==> src/rtl/tank_ctrl.sv <==
// tank_ctrl: player tank controller.
// Decodes two HID key slots into a facing/movement, moves the tank with
// edge clamping and a blocked qualifier, and runs the fire/cooldown FSM
// that launches a shell from the muzzle.
module tank_ctrl #(
   parameter int unsigned W         = 10,
   parameter int unsigned X_START   = 480,
   parameter int unsigned Y_START   = 240,
   parameter int unsigned X_MIN     = 1,
   parameter int unsigned X_MAX     = 639,
   parameter int unsigned Y_MIN     = 1,
   parameter int unsigned Y_MAX     = 479,
   parameter int unsigned SIZE      = 4,
   parameter int unsigned STEP      = 1,
   parameter logic [7:0]  KEY_L     = 8'd80,
   parameter logic [7:0]  KEY_R     = 8'd79,
   parameter logic [7:0]  KEY_D     = 8'd81,
   parameter logic [7:0]  KEY_U     = 8'd82,
   parameter logic [7:0]  KEY_FIRE  = 8'd44,
   parameter int unsigned COOLDOWN  = 30,
   parameter logic [1:0]  RESET_DIR = 2'b00
) (
   input  logic         frame_clk,
   input  logic         Reset,
   input  logic [7:0]   keycode0,
   input  logic [7:0]   keycode1,
   input  logic         blocked,
   input  logic         shell_busy,
   output logic [W-1:0] pos_x,
   output logic [W-1:0] pos_y,
   output logic [W-1:0] size,
   output logic [1:0]   direction,
   output logic         moving,
   output logic         fire,
   output logic [W-1:0] shell_x,
   output logic [W-1:0] shell_y,
   output logic [1:0]   shell_dir,
   output logic         cooldown_active
);

   localparam int unsigned CW = $clog2(COOLDOWN + 1);

   // Clamp limits in W+1 bits so small coordinates never wrap.
   localparam logic [W:0] LP_X_LO_LIM = (W+1)'(X_MIN + SIZE + STEP);
   localparam logic [W:0] LP_X_LO_POS = (W+1)'(X_MIN + SIZE);
   localparam logic [W:0] LP_X_HI_POS = (W+1)'(X_MAX - SIZE);
   localparam logic [W:0] LP_X_MAX    = (W+1)'(X_MAX);
   localparam logic [W:0] LP_Y_LO_LIM = (W+1)'(Y_MIN + SIZE + STEP);
   localparam logic [W:0] LP_Y_LO_POS = (W+1)'(Y_MIN + SIZE);
   localparam logic [W:0] LP_Y_HI_POS = (W+1)'(Y_MAX - SIZE);
   localparam logic [W:0] LP_Y_MAX    = (W+1)'(Y_MAX);
   localparam logic [W:0] LP_SZSTEP   = (W+1)'(SIZE + STEP);
   localparam logic [W:0] LP_STEP     = (W+1)'(STEP);

   localparam logic [W-1:0] LP_SIZE    = W'(SIZE);
   localparam logic [W-1:0] LP_MUZZLE  = W'(SIZE + 1);
   localparam logic [W-1:0] LP_X_START = W'(X_START);
   localparam logic [W-1:0] LP_Y_START = W'(Y_START);

   localparam logic [CW-1:0] LP_COOL = CW'(COOLDOWN);
   localparam logic [CW-1:0] LP_ONE  = CW'(1);

   typedef enum logic {S_READY, S_COOLDOWN} state_t;

   state_t        r_state;
   logic [CW-1:0] r_cnt;

   logic         w_mv0;
   logic         w_mv1;
   logic         w_mv_valid;
   logic [7:0]   w_mkey;
   logic         w_fire_req;
   logic [W:0]   w_x_ext;
   logic [W:0]   w_y_ext;
   logic [W:0]   w_nx;
   logic [W:0]   w_ny;
   logic [1:0]   w_dir;
   logic [W-1:0] w_mx;
   logic [W-1:0] w_my;

   assign size    = LP_SIZE;
   assign w_x_ext = {1'b0, pos_x};
   assign w_y_ext = {1'b0, pos_y};

   // Key decode: slot 0 wins for movement, either slot can request fire.
   always_comb begin
      w_mv0      = (keycode0 == KEY_L) || (keycode0 == KEY_R) ||
                   (keycode0 == KEY_D) || (keycode0 == KEY_U);
      w_mv1      = (keycode1 == KEY_L) || (keycode1 == KEY_R) ||
                   (keycode1 == KEY_D) || (keycode1 == KEY_U);
      w_mv_valid = w_mv0 || w_mv1;
      w_mkey     = w_mv0 ? keycode0 : keycode1;
      w_fire_req = (keycode0 == KEY_FIRE) || (keycode1 == KEY_FIRE);
   end

   // Next facing and clamped position for this edge.
   always_comb begin
      w_dir = direction;
      w_nx  = w_x_ext;
      w_ny  = w_y_ext;
      if (w_mv_valid) begin
         if (w_mkey == KEY_L)      w_dir = 2'b00;
         else if (w_mkey == KEY_R) w_dir = 2'b01;
         else if (w_mkey == KEY_D) w_dir = 2'b10;
         else                      w_dir = 2'b11;
         if (!blocked) begin
            case (w_dir)
               2'b00: w_nx = (w_x_ext < LP_X_LO_LIM) ? LP_X_LO_POS : (w_x_ext - LP_STEP);
               2'b01: w_nx = ((w_x_ext + LP_SZSTEP) > LP_X_MAX) ? LP_X_HI_POS : (w_x_ext + LP_STEP);
               2'b10: w_ny = ((w_y_ext + LP_SZSTEP) > LP_Y_MAX) ? LP_Y_HI_POS : (w_y_ext + LP_STEP);
               default: w_ny = (w_y_ext < LP_Y_LO_LIM) ? LP_Y_LO_POS : (w_y_ext - LP_STEP);
            endcase
         end
      end
   end

   // Muzzle sits SIZE+1 beyond the updated centre along the new facing.
   always_comb begin
      w_mx = w_nx[W-1:0];
      w_my = w_ny[W-1:0];
      case (w_dir)
         2'b00:   w_mx = w_nx[W-1:0] - LP_MUZZLE;
         2'b01:   w_mx = w_nx[W-1:0] + LP_MUZZLE;
         2'b10:   w_my = w_ny[W-1:0] + LP_MUZZLE;
         default: w_my = w_ny[W-1:0] - LP_MUZZLE;
      endcase
   end

   // Position, facing and fire/cooldown FSM with registered outputs.
   always_ff @(posedge frame_clk or posedge Reset) begin
      if (Reset) begin
         pos_x           <= LP_X_START;
         pos_y           <= LP_Y_START;
         direction       <= RESET_DIR;
         moving          <= 1'b0;
         fire            <= 1'b0;
         shell_x         <= '0;
         shell_y         <= '0;
         shell_dir       <= '0;
         cooldown_active <= 1'b0;
         r_state         <= S_READY;
         r_cnt           <= '0;
      end else begin
         pos_x     <= w_nx[W-1:0];
         pos_y     <= w_ny[W-1:0];
         direction <= w_dir;
         moving    <= (w_nx != w_x_ext) || (w_ny != w_y_ext);
         fire      <= 1'b0;
         case (r_state)
            S_READY: begin
               if (w_fire_req && !shell_busy) begin
                  fire            <= 1'b1;
                  shell_x         <= w_mx;
                  shell_y         <= w_my;
                  shell_dir       <= w_dir;
                  cooldown_active <= 1'b1;
                  r_state         <= S_COOLDOWN;
                  r_cnt           <= LP_COOL;
               end
            end
            S_COOLDOWN: begin
               if (r_cnt == LP_ONE) begin
                  cooldown_active <= 1'b0;
                  r_state         <= S_READY;
                  r_cnt           <= '0;
               end else begin
                  r_cnt <= r_cnt - LP_ONE;
               end
            end
         endcase
      end
   end

endmodule

==> config.mk <==
export PLATFORM = sky130hd
export DESIGN_NAME = tank_ctrl
export DESIGN_NICKNAME = d
export VERILOG_FILES = /design/src/rtl/tank_ctrl.sv
export SDC_FILE = /design/constraint.sdc
export NUM_CORES = 1
export LEC_CHECK = 0
export BUFFER_PORTS_ARGS = -buffer_cell sky130_fd_sc_hd__buf_4
export CELL_PAD_IN_SITES_DETAIL_PLACEMENT = 2
export CELL_PAD_IN_SITES_GLOBAL_PLACEMENT = 2
export CORE_UTILIZATION = 36
export CTS_CLUSTER_SIZE = 40
export DETAILED_ROUTE_END_ITERATION = 6
export GPL_TIMING_DRIVEN = 0
export PLACE_DENSITY = 0.83
export SYNTH_ARGS = -nofsm -noshare
export SYNTH_HDL_FRONTEND = slang
export SYNTH_SLANG_ARGS = --single-unit
==> constraint.sdc <==
create_clock -name frame_clk -period 6.1 [get_ports frame_clk]
set_input_delay 0.61 -clock frame_clk [delete_from_list [all_inputs] [get_ports frame_clk]]
set_output_delay 0.61 -clock frame_clk [all_outputs]
set_load 0.03 [all_outputs]
==> impl.org <==
** Cells and area
- The area growth from synthesis to layout is 19.02%.
- Once layout is complete, the cells apart from fillers number 897.
- Final std cell area, no fill :: about 5800 um^2
- Of the cells placed in the final design, the portion with a size suffix greater than 1 is 17.89%.
- Commonest non-fill, non-tap cells in the layout :: 86 x sky130_fd_sc_hd__nand2_1, 74 x sky130_fd_sc_hd__buf_4, 63 x sky130_fd_sc_hd__nor2_1
- Antenna diodes :: 0
- The library cell used most frequently in the layout, excluding fill and tap cells, is sky130_fd_sc_hd__nand2_1.
- At the end of the flow, the number of nets in the layout was approximately 770.

** STA
- Hold timing on the final database bottoms out at a slack of approximately 0.35 ns.
- Between clock sinks in the finished design, the worst skew comes to around 0.0074 ns.
- Final hold vios :: 0
- At the pin with the least slew margin, the transition time is a little under 1 ns.
- The clock period could shrink to 5.634 ns.
- Setup repair after global routing missed its margin :: no
- Max Transition Viols Final :: 0
- Setup violations remaining at the end of the flow were counted as 0.
- Worst rel slew slack :: 34.72%
- F_max :: approximately 180 MHz
- In the finished design, the share of the clock period the worst path needs comes to between 90% and 100%.

** Clocking
- The H-tree generated during clock tree synthesis spans 2 levels.
- After clock tree synthesis, the setup repair step added 0 buffers.
- Buffers inserted during clock tree synthesis total 5.
- In this run the clock root is driven by a sky130_fd_sc_hd__clkbuf_16.
- Max clock buf depth :: 2
- Clock latency at the later pin of the worst-skew pair :: ~0.3 ns
- TritonCTS clock tree :: yes
- Cts repair resizes :: 1
- Buffers inserted to repair hold after CTS numbered 0.
- Total clock sinks :: 53
- Clock-pin slew was measured on the worst setup and hold paths at 0.07 ns.

** Place
- At the end of routability-driven placement, the weighted congestion stood at between 0.8 and 0.9.
- Cell Count Post-Placement :: 889
- Input and output buffers added on the ports amount to between 60 and 70.
- Detailed-placement wirelength estimate :: between 10,000 and 15,000 um
- The placed instances occupy a cell area of between 5000 and 6000 um^2.

** Synth
- The largest total area in the synthesized netlist belongs to sky130_fd_sc_hd__dfrtp_1.
- Avg Cell Area, Syn :: 7.615 um^2
- Summed over its instances, the top area cell type makes up between 20% and 30% of the synthesized netlist area.
- Top post-synthesis cells by area :: sky130_fd_sc_hd__dfrtp_1 23%, sky130_fd_sc_hd__nand2_1 6.7%, sky130_fd_sc_hd__ha_1 6.2%, sky130_fd_sc_hd__a21oi_1 5.4%, sky130_fd_sc_hd__nor2_1 4.9%
- Synthesis instantiated 77 different standard cells from the library.
- In the synthesized netlist, the number of instances is 640.
- Number of enable flip-flop cells after synthesis :: 0
- Synthesis inferred 53 register bits.
- Post-synth ARST share :: 100.0%
- The share of the Yosys chip area taken by registers is between 20% and 30%.
- In the synthesized netlist the dominant register cell turns out to be sky130_fd_sc_hd__dfrtp_1.
- Mapped cell area :: 4873 um^2
- Yosys printed 0 warnings.

** Setup path
- Critical-path cell list :: clkbuf_1, nand2_1, mux2_2, nand2_1, mux2i_1, clkbuf_2, nor2_1, a21boi_2, clkbuf_2, nand2_1, inv_1, ha_1, a21o_1, a21oi_1, nor2_1, nor2_1, nand2_1, nor3_1, o31ai_1, mux2_2, o21a_1, o31ai_1
- Critical setup path kind :: in -> reg
- Startpoint of the worst register-to-register path :: pos_y[0]$_DFF_PP0_
- The critical path crosses 22 cells after its start point.
- For the worst flop-to-flop path, the logic depth is 18.
- Kind of end point of the critical path :: register
- CP arrival :: 5.83 ns
- Crit-path most repeated cell :: sky130_fd_sc_hd__nand2_1
- In this design, the largest share of critical-path delay is due to compound AO/OA/AOI/OAI gates.
- Worst stage delay on the critical path :: approximately 0.43 ns
- The slowest stage of the critical path is the sky130_fd_sc_hd__a21boi_2 cell.
- Crit path required time :: ~6.3 ns
- Combined buffer and inverter count along the critical path :: 4
- Top fanout value on the critical path :: 10
- CP startpoint :: keycode0[1]
- Worst Setup Start Kind :: input pin

** Route
- For this block, the initial DRC count from the detailed router was approximately 150.
- For this run, design rule violations remaining after detail routing come to 0.
- In this run the remaining antenna-violating nets after routing total 0.
- Drt via density :: 5.852
- The first detailed-routing pass took 5 iterations.
- DR vias :: 5,249
- Routed WL per cell :: between 20 and 25 um
- The final layout contains routed wiring with a total length of approximately 19,000 um.

** Job
- Total of max-cap violations :: 0

** Global routing
- For this run the aggregate overflow at the end of global routing stands at 0.
- For this run, the total global-route usage over all layers was measured as 27.20%.
- The initial antenna violation count came to 0.
- The via count of the first global-routing pass came to approximately 5.9k.
- The first global-routing pass estimated between 30,000 and 40,000 um of wire.
- Entering global routing, the biggest net connects 32 pins.

** Power and ir drop
- In this run the static leakage power is 2.561 nW.
- The worst-case IR drop observed on VDD is between 100 and 150 uV.
- Areal power density over the cells :: 317.6 nW/um^2
- The design draws about 1.8 mW.

** Die
- Floorplan die height :: 118.4 um
- Once the floorplan was initialized, standard cells occupied between 30% and 40% of the core.
- 77 I/O pins were placed.
- Core area :: ~13,000 um^2
- From left edge to right edge, the die measures about 120 um.
- Die Area :: ~14,000 um^2
- Placement Rows :: 42

** Status
- Outcome :: completed

** Min path
- In this run the worst hold path is classified as in -> async.
## registers in the layout, summed over array words and instances (netlist names), 2 cells and up
register,flops
direction,2
pos_x,10
pos_y,10
r_cnt,5
shell_dir,2
shell_x,10
shell_y,10
## metrics by stage
| stage | setup WS (ns) | setup TNS, ns | utilization (%) |
|---|---|---|---|
| detailed placement | -0.2214 | -0.2214 | 42.47 |
| global placement | 0.07727 | 0 | 42.32 |
| CTS | 0.2646 | 0 | 43.72 |
| finish | 0.4662 | 0 | 43.80 |
| global route | 0.1411 | 0 | 43.80 |
| floorplan | 1.256 | 0 | - |
## metal layers
layer	GRT usage, %	routed length (um)
met3	2.461	713
met1	35.49	8382
met4	7.212	277
met2	47.90	9329
met5	0	0
## cell type report
class / instances / area [um^2]
clock inverter: 2 / 35.03
clock buffer: 6 / 128.9
inverter: 29 / 108.9
multi-input combinational: 525 / 3262
fill: 1562 / 7442
timing repair buffer: 65 / 500.5
sequential: 53 / 1336
buffer: 41 / 209.0
tap: 176 / 220.2
## worst paths after layout
path | endpoint | slack, ns
setup / recovery | shell_x[9]$_DFFE_PP0P_ | 0.47
max in group asynchronous | pos_x[5]$_DFF_PP1_ | 5.12
min in group frame_clk | shell_x[0]$_DFFE_PP0P_ | 0.51
setup reg to reg | shell_y[8]$_DFFE_PP0P_ | 0.94
hold / removal | fire$_DFF_PP0_ | 0.35
hold reg to reg | shell_x[0]$_DFFE_PP0P_ | 0.51
## power by group
group	internal, mW	total [mW]	leakage (nW)	switching (mW)
logic	0.384	1.06	1.82	0.673
clock network	0.193	0.324	0.0808	0.130
registers	0.409	0.462	0.664	0.0532
## synthesized netlist by cell type, types with 4 or more instances
master and count:
sky130_fd_sc_hd__o211ai_1 4, sky130_fd_sc_hd__xor2_1 4, sky130_fd_sc_hd__clkbuf_1 24, sky130_fd_sc_hd__nor4_1 7
sky130_fd_sc_hd__o21ai_1 5, sky130_fd_sc_hd__o221ai_1 5, sky130_fd_sc_hd__and3_1 11, sky130_fd_sc_hd__a211oi_1 4
sky130_fd_sc_hd__mux2_2 8, sky130_fd_sc_hd__or3_1 5, sky130_fd_sc_hd__buf_2 6, sky130_fd_sc_hd__dfstp_2 8
sky130_fd_sc_hd__or2_2 5, sky130_fd_sc_hd__buf_4 10, sky130_fd_sc_hd__nor3_1 21, sky130_fd_sc_hd__xnor2_1 21
sky130_fd_sc_hd__nor2_1 63, sky130_fd_sc_hd__a21oi_1 53, sky130_fd_sc_hd__a31oi_1 11, sky130_fd_sc_hd__nand4_1 6
sky130_fd_sc_hd__o21bai_1 5, sky130_fd_sc_hd__nand3_1 20, sky130_fd_sc_hd__o31ai_1 11, sky130_fd_sc_hd__inv_1 27
sky130_fd_sc_hd__dfrtp_1 45, sky130_fd_sc_hd__nand2_1 87, sky130_fd_sc_hd__o21a_1 5, sky130_fd_sc_hd__ha_1 24
sky130_fd_sc_hd__a21o_1 9, sky130_fd_sc_hd__o22ai_1 7, sky130_fd_sc_hd__nor3b_1 8, sky130_fd_sc_hd__o21ai_0 37
## logic make-up (layout without fill, tap and decap cells)
group           Yosys count  in the layout  synth area share (%)
xor+xnor                 25             25                 4.493
simple gates            263            263                 26.50
other cells               2             10                0.1541
compound gates          190            190                 25.52
flops                    53             53                 27.42
mux                      11             11                 2.465
fa+ha+maj                26             26                 6.983
buf+inv                  70            143                 6.470
Power figures use the tool's default switching activity.
